**src/rtl/dce_uart_pkg.sv**
```systemverilog
// Shared types and constants for the DCE-side UART receiver.
// DCE_UART_RX_PARITY_EN adds the PARITY state for 8E1 framing.
package dce_uart_pkg;

    localparam int unsigned DBR_W  = 32;
    localparam int unsigned TMR_W  = 16;
    localparam int unsigned STAT_W = 4;

    // rx_status bit positions
    localparam int unsigned ST_OVR = 0;
    localparam int unsigned ST_FRM = 1;
    localparam int unsigned ST_PAR = 2;
    localparam int unsigned ST_RTS = 3;

`ifdef DCE_UART_RX_PARITY_EN
    typedef enum logic [2:0] {
        S_IDLE,
        S_START,
        S_DATA,
        S_PARITY,
        S_STOP
    } rx_state_e;
`else
    typedef enum logic [1:0] {
        S_IDLE,
        S_START,
        S_DATA,
        S_STOP
    } rx_state_e;
`endif

    function automatic logic even_par(input logic [7:0] d);
        return ^d;
    endfunction

endpackage

```
**src/rtl/dce_rx_fifo.sv**
```systemverilog
// Receive FIFO with registered full/empty/count; a push into a full FIFO
// is accepted only when a pop frees the head slot in the same cycle.
module dce_rx_fifo #(
    parameter int unsigned FIFO_DEPTH = 8,
    parameter int unsigned DATA_W     = 8
) (
    input  logic                          clk,
    input  logic                          rst,
    input  logic                          push,
    input  logic [DATA_W-1:0]             push_data,
    input  logic                          pop,
    output logic [DATA_W-1:0]             pop_data,
    output logic                          full,
    output logic                          empty,
    output logic [$clog2(FIFO_DEPTH):0]   count
);

    localparam int unsigned AW = $clog2(FIFO_DEPTH);
    localparam int unsigned CW = AW + 1;

    logic [DATA_W-1:0] mem [FIFO_DEPTH];
    logic [AW-1:0]     wr_ptr;
    logic [AW-1:0]     rd_ptr;
    logic              do_push;
    logic              do_pop;
    logic [CW-1:0]     count_nxt;

    always_comb begin
        do_pop    = pop & ~empty;
        do_push   = push & (~full | do_pop);
        count_nxt = count + CW'(do_push) - CW'(do_pop);
    end

    // Pointers wrap naturally because the depth is a power of two.
    always_ff @(posedge clk or posedge rst) begin
        if (rst) begin
            for (int i = 0; i < int'(FIFO_DEPTH); i++) begin
                mem[i] <= '0;
            end
            wr_ptr <= '0;
            rd_ptr <= '0;
            count  <= '0;
            empty  <= 1'b1;
            full   <= 1'b0;
        end else begin
            if (do_push) begin
                mem[wr_ptr] <= push_data;
                wr_ptr      <= wr_ptr + AW'(1);
            end
            if (do_pop) begin
                rd_ptr <= rd_ptr + AW'(1);
            end
            count <= count_nxt;
            empty <= (count_nxt == '0);
            full  <= (count_nxt == CW'(FIFO_DEPTH));
        end
    end

    assign pop_data = mem[rd_ptr];

endmodule

```
**src/rtl/dce_uart_rx.sv**
```systemverilog
// DCE-side UART receiver: synchronizer, 8N1 framing FSM, receive FIFO,
// cts flow control and sticky status. DCE_UART_RX_PARITY_EN selects 8E1.
module dce_uart_rx
    import dce_uart_pkg::*;
#(
    parameter int unsigned CLKS_PER_BIT = 87,
    parameter int unsigned FIFO_DEPTH   = 8
) (
    input  logic              clock10M,
    input  logic              reset,
    input  logic              rxd,
    output logic              cts,
    input  logic              rts,
    output logic [7:0]        rx_data,
    output logic              rx_valid,
    input  logic              rx_ready,
    output logic [STAT_W-1:0] rx_status,
    input  logic              status_clr,
    output logic [DBR_W-1:0]  DBR
);

    localparam int unsigned CNT_W     = $clog2(FIFO_DEPTH) + 1;
    localparam int unsigned HALF_LOAD = CLKS_PER_BIT / 2 - 1;
    localparam int unsigned FULL_LOAD = CLKS_PER_BIT - 1;

    rx_state_e          state;
    logic               rxd_s1;
    logic               rxd_s2;
    logic               rxd_d;
    logic               fall;
    logic [TMR_W-1:0]   timer;
    logic               timer_zero;
    logic [2:0]         bit_cnt;
    logic [7:0]         shreg;
    logic               push_q;
    logic               frm_set;
    logic               par_set;
    logic               ovr_set;
    logic               fifo_full;
    logic               fifo_empty;
    logic [CNT_W-1:0]   fifo_count;
    logic [STAT_W-1:0]  set_vec;

    // Two-flop synchronizer plus one delayed copy for edge detection.
    always_ff @(posedge clock10M or posedge reset) begin
        if (reset) begin
            rxd_s1 <= 1'b1;
            rxd_s2 <= 1'b1;
            rxd_d  <= 1'b1;
        end else begin
            rxd_s1 <= rxd;
            rxd_s2 <= rxd_s1;
            rxd_d  <= rxd_s2;
        end
    end

    assign fall       = rxd_d & ~rxd_s2;
    assign timer_zero = (timer == '0);

    // Framing FSM; the stop sample returns to IDLE mid-stop-bit so a
    // start edge immediately after the stop bit is still caught.
    always_ff @(posedge clock10M or posedge reset) begin
        if (reset) begin
            state   <= S_IDLE;
            timer   <= '0;
            bit_cnt <= '0;
            shreg   <= '0;
            push_q  <= 1'b0;
            frm_set <= 1'b0;
            par_set <= 1'b0;
        end else begin
            push_q  <= 1'b0;
            frm_set <= 1'b0;
            par_set <= 1'b0;
            case (state)
                S_IDLE: begin
                    if (fall) begin
                        state <= S_START;
                        timer <= TMR_W'(HALF_LOAD);
                    end
                end
                S_START: begin
                    if (timer_zero) begin
                        if (!rxd_s2) begin
                            state   <= S_DATA;
                            timer   <= TMR_W'(FULL_LOAD);
                            bit_cnt <= '0;
                        end else begin
                            state <= S_IDLE;
                        end
                    end else begin
                        timer <= timer - TMR_W'(1);
                    end
                end
                S_DATA: begin
                    if (timer_zero) begin
                        shreg   <= {rxd_s2, shreg[7:1]};
                        timer   <= TMR_W'(FULL_LOAD);
                        bit_cnt <= bit_cnt + 3'd1;
                        if (bit_cnt == 3'd7) begin
`ifdef DCE_UART_RX_PARITY_EN
                            state <= S_PARITY;
`else
                            state <= S_STOP;
`endif
                        end
                    end else begin
                        timer <= timer - TMR_W'(1);
                    end
                end
`ifdef DCE_UART_RX_PARITY_EN
                S_PARITY: begin
                    if (timer_zero) begin
                        par_set <= (rxd_s2 != even_par(shreg));
                        timer   <= TMR_W'(FULL_LOAD);
                        state   <= S_STOP;
                    end else begin
                        timer <= timer - TMR_W'(1);
                    end
                end
`endif
                S_STOP: begin
                    if (timer_zero) begin
                        push_q  <= rxd_s2;
                        frm_set <= ~rxd_s2;
                        state   <= S_IDLE;
                    end else begin
                        timer <= timer - TMR_W'(1);
                    end
                end
                default: state <= S_IDLE;
            endcase
        end
    end

    dce_rx_fifo #(
        .FIFO_DEPTH (FIFO_DEPTH),
        .DATA_W     (8)
    ) u_fifo (
        .clk       (clock10M),
        .rst       (reset),
        .push      (push_q),
        .push_data (shreg),
        .pop       (rx_ready),
        .pop_data  (rx_data),
        .full      (fifo_full),
        .empty     (fifo_empty),
        .count     (fifo_count)
    );

    assign rx_valid = ~fifo_empty;
    assign ovr_set  = push_q & fifo_full & ~(rx_ready & rx_valid);

    always_comb begin
        set_vec         = '0;
        set_vec[ST_RTS] = rts;
        set_vec[ST_PAR] = par_set;
        set_vec[ST_FRM] = frm_set;
        set_vec[ST_OVR] = ovr_set;
    end

    // Sticky status (set beats clear) and registered flow control.
    always_ff @(posedge clock10M or posedge reset) begin
        if (reset) begin
            rx_status <= '0;
            cts       <= 1'b0;
        end else begin
            rx_status <= (status_clr ? '0 : rx_status) | set_vec;
            cts       <= (fifo_count <= CNT_W'(FIFO_DEPTH - 3));
        end
    end

    assign DBR = DBR_W'(CLKS_PER_BIT);

endmodule
```
**config.mk**
```make
export PLATFORM = sky130hd
export DESIGN_NAME = dce_uart_rx
export DESIGN_NICKNAME = d
export VERILOG_FILES = /design/src/rtl/dce_uart_pkg.sv /design/src/rtl/dce_rx_fifo.sv /design/src/rtl/dce_uart_rx.sv
export SDC_FILE = /design/constraint.sdc
export NUM_CORES = 1
export LEC_CHECK = 0
export CAP_MARGIN = 25
export CORE_MARGIN = 2
export CORE_UTILIZATION = 40
export CTS_CLUSTER_DIAMETER = 120
export DETAILED_ROUTE_END_ITERATION = 8
export GPL_TIMING_DRIVEN = 0
export HOLD_SLACK_MARGIN = 0.05
export RECOVER_POWER = 25
export SKIP_CTS_REPAIR_TIMING = 1
export SYNTH_ARGS = -nofsm -noshare
export SYNTH_HDL_FRONTEND = slang
export SYNTH_SLANG_ARGS = --single-unit
```
**constraint.sdc**
```tcl
create_clock -name clock10M -period 4 [get_ports clock10M]
set_input_delay 0.8 -clock clock10M [delete_from_list [all_inputs] [get_ports clock10M]]
set_output_delay 0.8 -clock clock10M [all_outputs]
set_load 0.01 [all_outputs]
```
* Yosys cells after proc, flatten, opt, wreduce, memory -nomap -nowiden
Index checks and enable logic that the tools add are counted.
** Word-level totals
- Flip-flop bits (word level) :: 115
- Bits in latches :: 0
- Bits in writable memories :: 0
- ROM bits :: 0
- Input bits :: 6
- Output and inout bits :: 46
- Logic and storage cells :: 97
- Memories kept :: 0
** Cells by class
- Add/sub/neg operators :: 6
- $mul :: 0
- Divide/modulo/power cells :: 0
- Order comparisons :: 4
- Equality and inequality tests :: 13
- Shifts and indexed selects :: 0
- Multiplexer cells :: 28
- Bitwise logic cells :: 13
- Reduce and logical (&&, ||, !) cells :: 9
** Operators by type and width (count)
- 16-bit two-way mux :: 5
- 64-bit bitwise mux :: 1
- 16-bit case mux with 4 select lines :: 1
- 8-bit binary-select mux with 3-bit select :: 1
- 8-bit demux with 3-bit select :: 1
- 8-bit two-way mux :: 3
- 16-bit zero test :: 1
- 16-bit by 1-bit subtractor with 16-bit output (second input constant) :: 1
- 2-bit inequality test (second input constant) :: 7
- 2-bit two-way mux :: 6
- 3-bit by 1-bit adder with 3-bit output (second input constant) :: 3
- 3-bit two-way mux :: 3
- 4-bit greater-or-equal comparator (second input constant) :: 2
- 3-bit NOT with 4-bit output :: 2
- 2-bit case mux with 4 select lines :: 1
- 3-bit case mux with 2 select lines :: 1
- 1-bit AND :: 5
- 5-bit AND reduction :: 1
- 4-bit by 1-bit adder with 4-bit output :: 1
- 2-bit equality test (second input constant) :: 2
- 4-bit equality test (second input constant) :: 1
- 4-bit by 3-bit less-or-equal comparator with 1-bit output (second input constant) :: 1
- 4-bit zero test :: 1
- 4-bit by 1-bit < comparator with 1-bit output (second input constant) :: 1
- 15 further kinds :: 21

* Logic depth before layout (Yosys ltp)
Gate-level depths: netlist of run 1.
- Depth in word-level cells :: 7
- Depth in mapped cells :: 10

* Modules after synthesis
A second synthesis of run 1 with hierarchy kept.
** Second synthesis, totals
- Cell total of the unflattened synthesis :: 455
- Area, all modules :: 5749.3 um2
** By module, submodules not included
- dce_rx_fifo :: instances 1, cells an instance 229, area an instance 3577.2 um2, seq. area each 1903.1 um2
- dce_uart_rx :: instances 1, cells an instance 226, area an instance 2172.1 um2, seq. area each 954.7 um2

* Worst setup path after synthesis of run 1
OpenSTA, ideal clock, no wires.
- Kind :: register -> output
- Start point :: reg u_fifo.rd_ptr[0]
- End point :: out rx_data[0]
- Arrival :: 1.918 ns
- Path slack :: 1.282 ns
- Cell stages (with the launch flop) :: 5
- Path buffers :: 2
- Path through :: dfrtp_1 > clkbuf_1 > buf_2 > mux4_2 > mux2_2
** Between the ends
- Word-level cells in the longest chain between the ends :: 4
** RTL lines
- from (decl) :: RTL line dce_rx_fifo.sv:23 : logic [AW-1:0] rd_ptr;
- from (signal assigned) :: RTL line dce_rx_fifo.sv:51 : rd_ptr <= rd_ptr + AW'(1);
- 3-bit NOT with 4-bit output (not written as such) :: RTL line dce_rx_fifo.sv:59 : assign pop_data = mem[rd_ptr];
- 8-bit binary-select mux with 3-bit select :: RTL line dce_rx_fifo.sv:59
- 8-bit two-way mux (not written as such) (2 in a row) :: RTL line dce_rx_fifo.sv:59
- to (decl) :: RTL line dce_uart_rx.sv:14 : output logic [7:0] rx_data,
No other way between the ends. The select of a mux whose other input is x is not followed.

* Worst setup path in the final report of run 1
- Start point :: reg u_fifo.rd_ptr[1]
- End point :: out rx_data[7]
The elaborated chain is that of the path after synthesis.

==> results of run 1 <==
==> metal layers <==
metal,global-route usage,up-vias,part of all wire
met3,0.0476,21,0.037
li1,-,1748,-
met2,0.259,78,0.48
met5,0,-,0
met1,0.223,1828,0.46
met4,0.0732,0,0.021
==> worst max-delay path: stages, from the launching register on <==
cell and delay, ps:
sky130_fd_sc_hd__dfrtp_1 350, sky130_fd_sc_hd__clkbuf_1 470, sky130_fd_sc_hd__clkbuf_1 610, sky130_fd_sc_hd__mux4_2 420
sky130_fd_sc_hd__mux2_2 290, sky130_fd_sc_hd__clkdlybuf4s50_1 480
==> registers in the layout (all words and copies together), names as in the netlist, 3 cells and up, named ones only <==
register and flops:
bit_cnt 3, u_fifo.wr_ptr 3, u_fifo.rd_ptr 3, shreg 8, u_fifo.mem 64, u_fifo.count 4
timer 16, rx_status 3
==> logic make-up (layout without fill, tap and decap cells) <==
group | Yosys count | in the layout | synth area share
compound gates | 62 | 62 | 0.0694
mux | 98 | 98 | 0.224
flops | 114 | 114 | 0.499
fa+ha+maj | 17 | 17 | 0.0384
simple gates | 91 | 91 | 0.0873
xor+xnor | 6 | 6 | 0.00917
buf+inv | 76 | 125 | 0.0720
other cells | 2 | 33 | 0.00131
==> cell type report <==
cell class	instances	area, sq um	share of cell area
buffer	57	343	0.0504
clock buffer	23	458	0.0673
clock inverter	7	85.1	0.0125
inverter	19	72.6	0.0107
multi-input combinational	307	2580	0.379
sequential	114	2860	0.420
tap	180	225	0.0331
timing repair buffer	19	188	0.0276
==> how the worst min path moves through the flow <==
stage / startpoint / to / slack [ps]
after global placement: rxd_s1 / rxd_s2 / 350
after detailed placement: rxd_s1 / rxd_s2 / 350
after CTS: rxd_s1 / rxd_s2 / 350
final: rxd_s1 / rxd_s2 / 360
after floorplan: rxd_s1 / rxd_s2 / 350
after global routing: rxd_s1 / rxd_s2 / 370
==> Yosys cell counts (all sizes together), types with 2 or more instances <==
cell type / number
conb: 2
mux4: 16
a31oi: 8
o21ai: 16
clkbuf: 14
o22a: 2
a21oi: 17
mux2: 81
a22oi: 2
a22o: 4
nand4: 3
nor4: 3
nand4b: 2
buf: 43
dfrtp: 110
xnor2: 4
xor2: 2
a21boi: 3
nor3: 13
or4: 5
or3: 3
nor3b: 6
nand3: 6
ha: 16
nand2: 22
o41ai: 2
inv: 19
nor2: 16
a21o: 4
o31ai: 2
dfstp: 4
nand2b: 7
==> power groups by stage <==
stage	clock network (mW)	registers (mW)	logic, mW
after floorplan	0	1.39	0.979
after global placement	0	1.41	1.25
after detailed placement	0	1.41	1.28
after CTS	1.44	1.40	1.29
after global routing	1.50	1.42	1.45
final	1.40	1.40	1.28
==> metrics.log, run 1 <==
[metrics] Inserted Diodes: 0
[metrics] number of enable flip-flop cells after synthesis: 0
[metrics] fraction of final layout cells with drive strength greater than 1: 0.319
[metrics] Clock power frac: 0.344
[metrics] synthesized instance count: 466
[metrics] type of origin of the critical path: flip-flop
[metrics] Global Route Usage Sum: 0.168
[metrics] data arrival time at the worst-slack endpoint: 3050 ps
[metrics] Hold WS: about 360 ps
[metrics] Worst Slack Setup Final: 152 ps
[metrics] Synth Cell Area: 5730 sq um
[metrics] commonest non-fill, non-tap cell in the layout: sky130_fd_sc_hd__dfrtp_1
[metrics] minimum clock period after layout: 3850 ps
[metrics] Warnings, synthesis: 0
[metrics] share of async-settable or async-resettable flops after synthesis: 1.00
[metrics] power per cell area: ~600 nW/um^2
[metrics] DR vias/cell: 5.06
[metrics] final instance count without filler cells: 726
[metrics] main area contributors after synthesis: sky130_fd_sc_hd__dfrtp_1 (48%), sky130_fd_sc_hd__mux2_2 (16%), sky130_fd_sc_hd__mux4_2 (6.3%)
[metrics] Period Utilization, post-route: 0.962
[metrics] clock latency on the worst-skew pair: approximately 410 ps
[metrics] setup repair after global routing missed its margin: false
[metrics] clock tree sinks: ~110
[metrics] WL/cell: 15.7 microns
[metrics] FF-to-FF Start: timer[0]
[metrics] max-cap violation count: 1
[metrics] wire length of the first global-routing pass: 19.0 mm
[metrics] initial core utilization: 0.411
[metrics] reg2reg setup slack: ~1200 ps
[metrics] post-route total power: 4.09 mW
[metrics] number of I/O port buffers: 18
[metrics] Die Y-Extent: between 100 and 150 microns
[metrics] clock tree from TritonCTS: done
[metrics] Clock Pin Slew Worst Setup and Hold Paths: 50 ps
[metrics] depth of the CTS H-tree: 4
[metrics] combinational share of power: 0.314
[metrics] via count: 3675
[metrics] layout filler cell count: 1233
[metrics] minimum setup slack after placement: 344 ps
[metrics] mean area per synthesized cell: 12.3 sq um
[metrics] worst setup path startpoint: u_fifo.rd_ptr[1]
[metrics] Cell variety after synth: 51
[metrics] Sw Pwr: about 1.4 mW
[metrics] outcome: finished, violations left
[metrics] die outline width: 124 microns
[metrics] critical path endpoint: rx_data[7]
[metrics] portion of total power attributed to sequential cells: 0.342
[metrics] worst max-slew margin expressed relative to the limit: -0.336
[metrics] maximum number of pins on one net before global-route repair: 70
[metrics] post-layout util: 0.488
[metrics] worst reg2reg endpoint: shreg[3]
[metrics] number of antenna violations at the first check in global routing: 0
[metrics] Worst Setup End Kind: output pin
[metrics] synthesized flop and latch total: 114
[metrics] clock buffers created by TritonCTS: 17
[metrics] CTS max path bufs: 2
[metrics] final global-route overflow total: 0
[metrics] transition time of the tightest slew-check pin: between 1500 and 2000 ps
[metrics] WHS Path Cells: 0
[metrics] Sw Share: 0.338
[metrics] Clock Tree Root: sky130_fd_sc_hd__clkbuf_16
[metrics] maximum operating frequency: roughly 0.26 GHz
[metrics] final count of pins violating max slew: 47
[metrics] Finish-stage setup viols: 0
[metrics] standard-cell row count: 43
[metrics] failing checks: max-capacitance violations, max-slew violations
[metrics] cells on worst reg2reg path: 6
[metrics] main flop type after synthesis: sky130_fd_sc_hd__dfrtp_1
[metrics] most frequent cells in the layout: sky130_fd_sc_hd__dfrtp_1 (110), sky130_fd_sc_hd__mux2_2 (81), sky130_fd_sc_hd__buf_4 (33), sky130_fd_sc_hd__conb_1 (33), sky130_fd_sc_hd__nand2_1 (22)
[metrics] leakage power summed over all cells: 3.32 nW
[metrics] total core area: 13900 sq um
[metrics] detailed placement HPWL: approximately 7.7 mm
[metrics] internal cell power: ~2.7 mW
[metrics] remaining antenna violation count after routing: 0
[metrics] Crit Path Max Fanout: 10
[metrics] Area growth, synth to finish: 18.8%
[metrics] Seq/Total Area, Yosys: 0.499
[metrics] final hold violations: 0
[metrics] last weighted congestion value of the routability-driven placer: a little under 0.9
[metrics] Post-route DRC: 0
[metrics] proportion of netlist area held by the largest area contributor: 0.480
[metrics] total length of routed wires: roughly 11 mm
[metrics] DP Cell Count: 696
[metrics] number of global-route vias before repair: 3740
[metrics] Hold Crit Class: flip-flop to flip-flop
[metrics] post-place instance area: 6280 sq um
[metrics] worst supply voltage drop on vdd: 0.324 mV
[metrics] final worst clock skew: 5.26 ps
[metrics] post-layout net count: 558
[metrics] DRC violation total after the first TritonRoute iteration: 254
[metrics] post-route standard cell area excluding fillers: just under 7000 sq um
[metrics] number of top-level pins: 52
[metrics] first drt pass iteration count: 5
[metrics] required arrival time at the worst endpoint: 3200 ps
[metrics] die area: 15300 sq um
[metrics] cell taking the most area after synthesis: sky130_fd_sc_hd__dfrtp_1
[metrics] setup total negative slack: 0 ps
[metrics] category of the critical setup timing path: flip-flop to output pin
Note: power is estimated with default switching activity, not from simulation.
==> run 2, diff against run 1 <==
CTS_CLUSTER_SIZE = 40   (was unset)
clock period = 4.9 ns   (was 4 ns; I/O delays follow)
==> run 2 against run 1 <==
  * Hold slack barely moved
  * Largest power group is now clock
  * The flow still finishes with violations (max-capacitance violations, max-slew violations)
  * Clock power is 18% lower
  * Critical endpoint unchanged
  * Sequential power shrank 19%
  * Clock-buffer cell count is the same
==> metrics.log, run 2 (synthesis results as in run 1) <==
[metrics] outcome: finished, violations left
[metrics] failing checks: max-capacitance violations, max-slew violations
[metrics] standard-cell row count: 43
[metrics] post-layout util: 0.488
[metrics] most frequent cells in the layout: sky130_fd_sc_hd__dfrtp_1 (110), sky130_fd_sc_hd__mux2_2 (81), sky130_fd_sc_hd__buf_4 (33), sky130_fd_sc_hd__conb_1 (33), sky130_fd_sc_hd__nand2_1 (22)
[metrics] clock buffers created by TritonCTS: 17
[metrics] DP Cell Count: ~700
[metrics] Clock Pin Slew Worst Setup and Hold Paths: 50 ps
[metrics] initial core utilization: 0.411
[metrics] Die Y-Extent: 124 microns
[metrics] detailed placement HPWL: 7.66 mm
[metrics] setup total negative slack: 0 ps
[metrics] final worst clock skew: approximately 5.9 ps
[metrics] number of antenna violations at the first check in global routing: 0
[metrics] maximum number of pins on one net before global-route repair: 70
[metrics] number of global-route vias before repair: 3740
[metrics] cells on worst reg2reg path: 6
[metrics] post-route total power: 3.33 mW
[metrics] Post-route DRC: 0
[metrics] minimum clock period after layout: around 4200 ps
[metrics] Period Utilization, post-route: 0.849
[metrics] Hold WS: 358 ps
[metrics] DR vias/cell: 5.06
[metrics] leakage power summed over all cells: 3.32 nW
[metrics] first drt pass iteration count: 5
[metrics] CTS max path bufs: 2
[metrics] register with the highest flop count: u_fifo.mem
[metrics] final global-route overflow total: 0
[metrics] remaining antenna violation count after routing: 0
[metrics] required arrival time at the worst endpoint: around 3900 ps
[metrics] final instance count without filler cells: 726
[metrics] list of cells traversed by the critical path: clkbuf_1 -> buf_2 -> mux4_2 -> mux2_2 -> clkdlybuf4s50_1
[metrics] last weighted congestion value of the routability-driven placer: 0.882
[metrics] Worst Setup End Kind: output pin
[metrics] largest registers in the final layout: u_fifo.mem: 64 flops, timer: 16 flops, shreg: 8 flops
[metrics] setup repair after global routing missed its margin: false
[metrics] clock tree from TritonCTS: done
[metrics] number of flip-flops in the largest register: 64
[metrics] max-cap violation count: 2
[metrics] final hold violations: 0
[metrics] FF-to-FF Start: timer[0]
[metrics] Crit Path Max Fanout: 10
[metrics] number of top-level pins: between 50 and 60
[metrics] WL/cell: about 16 microns
[metrics] worst reg2reg endpoint: shreg[3]
[metrics] final count of pins violating max slew: 117
[metrics] Inserted Diodes: 0
[metrics] data arrival time at the worst-slack endpoint: 3180 ps
[metrics] clock tree sinks: 114
[metrics] commonest non-fill, non-tap cell in the layout: sky130_fd_sc_hd__dfrtp_1
[metrics] type of origin of the critical path: flip-flop
[metrics] reg2reg setup slack: 2110 ps
[metrics] post-layout net count: 558
[metrics] total core area: 13900 sq um
[metrics] WHS Path Cells: 0
[metrics] via count: 3674
[metrics] die outline width: around 120 microns
[metrics] Finish-stage setup viols: 0
[metrics] beginning of the worst hold path: rxd_s1
[metrics] maximum operating frequency: ~0.24 GHz
[metrics] power per cell area: 490 nW/um^2
[metrics] worst max-slew margin expressed relative to the limit: -0.328
[metrics] Global Route Usage Sum: 0.168
[metrics] number of I/O port buffers: 18
[metrics] category of the critical setup timing path: flip-flop to output pin
[metrics] wire length of the first global-routing pass: approximately 19 mm
[metrics] die area: 15300 sq um
[metrics] Area growth, synth to finish: 18.7%
[metrics] end point of the most critical hold path: rxd_s2
[metrics] fraction of final layout cells with drive strength greater than 1: 0.317
[metrics] clock latency on the worst-skew pair: 410 ps
[metrics] Crit path largest cell delay: 580 ps
[metrics] worst supply voltage drop on vdd: 0.262 mV
[metrics] total length of routed wires: around 11 mm
[metrics] transition time of the tightest slew-check pin: 1980 ps
[metrics] Critical-path top delay cell: sky130_fd_sc_hd__clkbuf_1
[metrics] Hold Crit Class: flip-flop to flip-flop
[metrics] depth of the CTS H-tree: 4
[metrics] Clock Tree Root: sky130_fd_sc_hd__clkbuf_16
[metrics] DRC violation total after the first TritonRoute iteration: 254
## run 2: cell counts in the layout (fill, tap and decap cells not counted)
Identical to the previous run, type by type.
## run 2: power by group
part | leakage (nW) | internal, mW | switching, mW
clock network | 0.270 | 0.749 | 0.397
logic | 1.51 | 0.406 | 0.640
registers | 1.54 | 1.05 | 0.0871
total | 3.32 | 2.21 | 1.12
## run 2: worst max path at each step
| stage | endpoint | cells past startpoint | slack (ps) | from |
|---|---|---|---|---|
| after floorplan | async pin | 1 | 910 | reset |
| after global placement | u_fifo.mem[44] | 2 | -700 | reset |
| after detailed placement | rx_data[7] | 5 | 1060 | u_fifo.rd_ptr[0] |
| after CTS | rx_data[7] | 5 | 610 | u_fifo.rd_ptr[0] |
| after global routing | u_fifo.mem[60] | 3 | 330 | reset |
| final | rx_data[7] | 5 | 740 | u_fifo.rd_ptr[0] |
## run 2: per-layer routing
layer	share of wire	global-route usage	vias to the layer above
li1	-	-	1747
met1	0.47	0.223	1837
met2	0.48	0.259	72
met3	0.032	0.0476	18
met4	0.016	0.0732	0
met5	0	0	-
## run 2: per-stage QoR
| stage | setup WS [ps] | instance area (sq um) |
|---|---|---|
| finish | 738 | 6800 |
| global route | 325 | 6800 |
| CTS | 611 | 6830 |
| detailed placement | 1060 | 6280 |
| global placement | -705 | 6250 |
| floorplan | 911 | 5850 |
## run 2: final cells by class
class,instances,area [sq um]
fillers,1234,7130
flip-flops and latches,114,2860
multi-input cells,307,2580
clock buffers,23,458
plain buffers,57,342
well taps,180,225
repair buffers,19,185
clock inverters,7,85.1
inverters,19,72.6
## run 2: worst max-delay path: cells and delay by family (launching register included)
| kind | cells | cell delay, ps |
|---|---|---|
| flops | 1 | 350 |
| mux | 2 | 860 |
| buf+inv | 3 | 1550 |
